**src/rtl/touch_pad_decoder.sv**
```systemverilog
// touch_pad_decoder
//   Turns one raw, pulled-up touch pad input into clean debounced events.
//   The pad is resynchronised, debounced with a consecutive-sample counter,
//   and a small hold FSM classifies each press as a click or a long press.
//
// Ports
//   clk           in   system clock
//   rst           in   synchronous, active-high reset
//   pad_n         in   raw pad level, asynchronous (0 = touched)
//   pressed       out  debounced level, 1 while touched
//   press_pulse   out  one-cycle strobe on the debounced press
//   release_pulse out  one-cycle strobe on the debounced release
//   click_pulse   out  one-cycle strobe on a release before the long threshold
//   long_pulse    out  one-cycle strobe when the hold reaches LONG_CYCLES
//
// FSM states
//   state        | meaning
//   ST_IDLE      | pad released, waiting for a debounced press
//   ST_PRESSED   | pad held, hold counter running toward the long threshold
//   ST_LONG_HELD | long press already reported, waiting for release
module touch_pad_decoder #(
  parameter int DEBOUNCE_CYCLES = 480000,
  parameter int LONG_CYCLES     = 48000000
) (
  input  logic clk,
  input  logic rst,
  input  logic pad_n,
  output logic pressed,
  output logic press_pulse,
  output logic release_pulse,
  output logic click_pulse,
  output logic long_pulse
);

  localparam int DW = $clog2(DEBOUNCE_CYCLES) + 1;
  localparam int LW = $clog2(LONG_CYCLES) + 1;
  localparam logic [DW-1:0] DB_LAST   = DW'(DEBOUNCE_CYCLES - 1);
  localparam logic [LW-1:0] HOLD_LAST = LW'(LONG_CYCLES - 1);

  typedef enum logic [1:0] {
    ST_IDLE      = 2'd0,
    ST_PRESSED   = 2'd1,
    ST_LONG_HELD = 2'd2
  } state_e;

  logic          s1_q, s2_q;
  logic [DW-1:0] db_cnt_q, db_cnt_d;
  logic          db_state_q, db_state_d;
  logic [LW-1:0] hold_q, hold_d;
  state_e        state_q, state_d;
  logic          press_q, press_d;
  logic          release_q, release_d;
  logic          click_q, click_d;
  logic          long_q, long_d;

  logic          active;
  logic          rise, fall;

  assign active = ~s2_q;

  // Debounce: the state flips only after DEBOUNCE_CYCLES consecutive
  // disagreeing samples; any agreeing sample restarts the count.
  // rise/fall mark the edge on which the flip happens, so the FSM strobes
  // land in the same cycle that pressed changes.
  always_comb begin
    db_cnt_d   = '0;
    db_state_d = db_state_q;
    rise       = 1'b0;
    fall       = 1'b0;
    if (active != db_state_q) begin
      if (db_cnt_q == DB_LAST) begin
        db_state_d = active;
        rise       = active;
        fall       = ~active;
      end else begin
        db_cnt_d = db_cnt_q + DW'(1);
      end
    end
  end

  always_comb begin
    state_d   = state_q;
    hold_d    = hold_q;
    press_d   = 1'b0;
    release_d = 1'b0;
    click_d   = 1'b0;
    long_d    = 1'b0;
    case (state_q)
      ST_IDLE: begin
        if (rise) begin
          state_d = ST_PRESSED;
          hold_d  = '0;
          press_d = 1'b1;
        end
      end
      ST_PRESSED: begin
        // A release on the threshold edge is still a click.
        if (fall) begin
          state_d   = ST_IDLE;
          release_d = 1'b1;
          click_d   = 1'b1;
        end else if (hold_q == HOLD_LAST) begin
          state_d = ST_LONG_HELD;
          long_d  = 1'b1;
        end else begin
          hold_d = hold_q + LW'(1);
        end
      end
      ST_LONG_HELD: begin
        if (fall) begin
          state_d   = ST_IDLE;
          release_d = 1'b1;
        end
      end
      default: state_d = ST_IDLE;
    endcase
  end

  always_ff @(posedge clk) begin
    if (rst) begin
      s1_q       <= 1'b1;
      s2_q       <= 1'b1;
      db_cnt_q   <= '0;
      db_state_q <= 1'b0;
      hold_q     <= '0;
      state_q    <= ST_IDLE;
      press_q    <= 1'b0;
      release_q  <= 1'b0;
      click_q    <= 1'b0;
      long_q     <= 1'b0;
    end else begin
      s1_q       <= pad_n;
      s2_q       <= s1_q;
      db_cnt_q   <= db_cnt_d;
      db_state_q <= db_state_d;
      hold_q     <= hold_d;
      state_q    <= state_d;
      press_q    <= press_d;
      release_q  <= release_d;
      click_q    <= click_d;
      long_q     <= long_d;
    end
  end

  assign pressed       = db_state_q;
  assign press_pulse   = press_q;
  assign release_pulse = release_q;
  assign click_pulse   = click_q;
  assign long_pulse    = long_q;

endmodule

```
**config.mk**
```make
export PLATFORM = sky130hd
export DESIGN_NAME = touch_pad_decoder
export DESIGN_NICKNAME = d
export VERILOG_FILES = /design/src/rtl/touch_pad_decoder.sv
export SDC_FILE = /design/constraint.sdc
export NUM_CORES = 1
export LEC_CHECK = 0
export BUFFER_PORTS_ARGS = -buffer_cell sky130_fd_sc_hd__buf_4
export CAP_MARGIN = 20
export CELL_PAD_IN_SITES_DETAIL_PLACEMENT = 1
export CELL_PAD_IN_SITES_GLOBAL_PLACEMENT = 1
export CORE_MARGIN = 5
export CORE_UTILIZATION = 47
export CTS_CLUSTER_DIAMETER = 60
export DETAILED_ROUTE_END_ITERATION = 12
export PLACE_DENSITY = 0.86
export SLEW_MARGIN = 10
export SYNTH_ARGS = -nofsm -noshare
export SYNTH_HDL_FRONTEND = slang
export SYNTH_SLANG_ARGS = --single-unit
```
**constraint.sdc**
```tcl
create_clock -name clk -period 3.2 [get_ports clk]
set_clock_uncertainty 0.05 [all_clocks]
set_input_delay 0.32 -clock clk [delete_from_list [all_inputs] [get_ports clk]]
set_output_delay 0.32 -clock clk [all_outputs]
set_load 0.03 [all_outputs]
```
==> impl_table.tex <==
\begin{tabular}{lr}
\hline
Metric & Value \\
\hline
\multicolumn{2}{l}{\textbf{Run status}} \\
Result of the run & finished, final reports clean \\
\multicolumn{2}{l}{\textbf{STA}} \\
Slew of the pin with the lowest slew margin & 775 ps \\
Number of failing setup endpoints in the final timing report & 0 \\
RSZ-0062 raised after global routing & no \\
Max-slew violations & 0 \\
Max-Slew Margin vs Limit & 48.2\% \\
Time the worst path needs with I/O delays and setup & 2740 ps \\
Share of the clock period used by the worst path after layout & 85.5\% \\
Max Freq & roughly 370 MHz \\
Hold Fails Final Rpt & 0 \\
Sum of negative setup slack & 0 ps \\
\multicolumn{2}{l}{\textbf{Synth}} \\
Post-Syn Area & 2990 sq um \\
Synth Instances & 351 \\
Post-synthesis register bit count & 56 \\
Post-synth EDFFs & 0 \\
Distinct cells, synth & between 60 and 70 \\
Top\_reg\_cell synth & dfxtp\_1 \\
Sequential area share after synthesis & between 30\% and 40\% \\
Proportion of synthesized flip-flops having asynchronous set or reset & 0\% \\
Per-instance average area after synthesis & 8.52 sq um \\
Number of warnings reported in the yosys synthesis log & 0 \\
Net count after synthesis & $\sim$360 \\
\multicolumn{2}{l}{\textbf{Worst setup path}} \\
Setup crit end kind & flop \\
Required arrival time at the worst endpoint & approximately 3400 ps \\
Launch point of the worst reg-to-reg path & hold\_q[16] \\
FF-to-FF setup slack & between 400 and 500 ps \\
Critical path peak fanout & 27 \\
Max stage delay cell, worst path & or4\_1 \\
Worst setup path startpoint & hold\_q[16] \\
Classification of the worst setup path & flop to flop \\
Arrival time of data at the critical path endpoint & 2910 ps \\
Slowest Stage Delay on Critical Path & 540 ps \\
Critical path cell sequence & or4\_1 -> or4\_4 -> nor4\_2 -> a221o\_1 -> buf\_4 -> nand2\_4 -> a311oi\_2 \\
Critical path launch point type & flop \\
\multicolumn{2}{l}{\textbf{Final layout}} \\
Layout net count & roughly 360 \\
Fillers & roughly 780 \\
Final core area utilization & between 50\% and 60\% \\
Area of the multi-input gates & 1700 sq um \\
Commonest non-fill, non-tap cell in the layout & dfxtp\_1 \\
Layout cell share with drive strength beyond 1 & between 10\% and 20\% \\
Non-filler cells in the finished layout & 432 \\
Area growth from synthesis to final layout & 5.10\% \\
Sequential cell area & 1120 sq um \\
Antenna diodes & 0 \\
Top library cells by usage in the layout, fill and taps aside & dfxtp\_1 (56), nor2\_1 (40), nand2\_1 (39) \\
\multicolumn{2}{l}{\textbf{Run}} \\
Maximum capacitance violations & 0 \\
\multicolumn{2}{l}{\textbf{Global routing}} \\
All-Layer GR Usage & a little under a fifth \\
Via count of the first global-routing pass & 2636 \\
First-pass GRT wire length & $\sim$13000 microns \\
Maximum number of pins on one net before global-route repair & 28 \\
Leftover overflow at the end of global routing & 0 \\
Antenna violations before repair & 0 \\
\multicolumn{2}{l}{\textbf{Clock tree}} \\
Worst-path clk slew & roughly 100 ps \\
Clk Latency, worst-skew pair & a little over 300 ps \\
Clock buffer count from CTS & 5 \\
Postcts setup bufs & 0 \\
CTS tree & built \\
Clock tree sinks & 56 \\
CTS root buffer & clkbuf\_8 \\
Number of gates given a new drive strength after cts & 0 \\
CTS Buffer Depth & 2 \\
Hold-fix buffers at CTS & 0 \\
H-tree depth & 2 \\
\multicolumn{2}{l}{\textbf{Die}} \\
Standard cell core area & between 6000 and 7000 sq um \\
Number of primary I/O pins & 8 \\
Die outline height & 89.8 microns \\
Die footprint & between 8000 and 9000 sq um \\
Initial Utilization & 47.6\% \\
Number of placement rows & 29 \\
Width of the die & 89.8 microns \\
\multicolumn{2}{l}{\textbf{Placed design}} \\
DP HPWL & between 5000 and 6000 microns \\
Count of input and output buffers & 7 \\
Placed Instances & 425 \\
Final weighted congestion in routability-driven placement & roughly 0.83 \\
\multicolumn{2}{l}{\textbf{Power and ir drop}} \\
Leak & 1.03 nW \\
Power per unit of standard cell area & 359 nW/um\^{}2 \\
Worst VDD drop & between 0.00015 and 0.0002 V \\
\multicolumn{2}{l}{\textbf{Hold path}} \\
Hold Startpoint & pad\_n \\
Hold Path Class & input pin to flop \\
\multicolumn{2}{l}{\textbf{Routing}} \\
Count of antenna-violating nets left after detailed routing & 0 \\
Residual DRC count & 0 \\
Average routed wire per standard cell & between 15 and 20 microns \\
Routed via count & 2606 \\
First-pass detailed-route iteration total & 4 \\
Vias per std cell & a little over 6 \\
Iteration-0 DRC count of the detailed router & $\sim$170 \\
Total detailed-routing wirelength & 7300 microns \\
\hline
\end{tabular}
-- flip-flops by register name, summed over array words and instances (netlist names) --
signal and flops:
long_pulse 1, hold_q 27, s2_q 1, pressed 1, release_pulse 1, s1_q 1, state_q 2, click_pulse 1
press_pulse 1, db_cnt_q 20
-- worst max-delay path: cells and delay by family (launching register included) --
kind	cells	cell delay (ps)
and+or+nand+nor	4	1460
AOI/OAI and AO/OA	2	450
DFF	1	370
buffers and inverters	1	300
-- power by group --
group	total (mW)	internal, mW	leakage (nW)	switching [mW]
Combinational	0.0252	0.00989	0.535	0.0153
Sequential	0.700	0.698	0.451	0.00192
Clock	0.403	0.173	0.0473	0.230
Total	1.13	0.881	1.03	0.247
-- path summary, 6_finish.rpt --
kind              cells past startpoint         to
setup / recovery                      7  hold_q[6]
hold reg to reg                       1       s2_q
setup reg to reg                      7  hold_q[6]
hold / removal                        2       s1_q
-- area by class of cell --
type	count	area share, %
clock buffer	6	2.63
clock inverter	1	0.279
inverter	9	1.07
multi-input combinational	270	54.2
sequential	56	35.7
tap	77	3.07
timing repair buffer	13	3.11
-- metrics by stage --
stage / cell area (sq um) / setup slack [ps] / hold WS (ps) / power [mW]
floorplan: 2990 / 917 / 339 / 0.736
global placement: 3050 / 634 / 355 / 0.740
detailed placement: 3050 / 550 / 357 / 0.741
CTS: 3140 / 478 / 134 / 1.14
global route: 3140 / 346 / 128 / 1.18
finish: 3140 / 464 / 140 / 1.13
-- layer usage --
layer | vias to the layer above | routed length [microns] | track usage (%) | part of all wire [%]
li1 | 1261 | - | - | -
met1 | 1294 | 3530 | 24.9 | 48
met2 | 36 | 3450 | 29.6 | 47
met3 | 15 | 191 | 3.51 | 2.6
met4 | 0 | 131 | 6.30 | 1.8
met5 | - | 0 | 0 | 0
-- synth_stat cells (2+ instances only) --
cell type | number | area (sq um)
a211oi_1 | 2 | 15.0
a21oi_1 | 27 | 135
a22oi_1 | 2 | 15.0
a311oi_2 | 3 | 45.0
a31oi_1 | 6 | 37.5
a41oi_1 | 2 | 17.5
and2_1 | 2 | 12.5
and3_1 | 9 | 56.3
and3_2 | 3 | 22.5
and4_1 | 2 | 17.5
and4b_1 | 2 | 20.0
buf_12 | 2 | 40.0
buf_4 | 3 | 22.5
buf_6 | 3 | 33.8
clkbuf_1 | 6 | 22.5
dfxtp_1 | 56 | 1120
ha_1 | 5 | 62.6
inv_1 | 9 | 33.8
mux2i_1 | 16 | 160
nand2_1 | 39 | 146
nand2b_1 | 3 | 18.8
nand3_1 | 24 | 120
nand4_1 | 11 | 68.8
nand4b_1 | 3 | 26.3
nor2_1 | 40 | 150
nor3_1 | 7 | 35.0
nor4_1 | 3 | 18.8
o21a_1 | 2 | 15.0
o21ai_0 | 7 | 35.0
or2_2 | 4 | 25.0
or3_1 | 2 | 12.5
or4_4 | 2 | 22.5
xnor2_1 | 8 | 70.1
xor2_1 | 8 | 70.1
-- kinds of logic after synthesis --
logic type,after synthesis,share of synthesized area [%]
AOI/OAI and AO/OA,61,13.7
buffers and inverters,25,5.73
DFF,56,37.5
xor gates and xnor gates,16,4.69
muxes,16,5.36
adders and majority gates,5,2.09
and+or+nand+nor,172,31.0
Note: power is estimated with default switching activity, not from simulation.
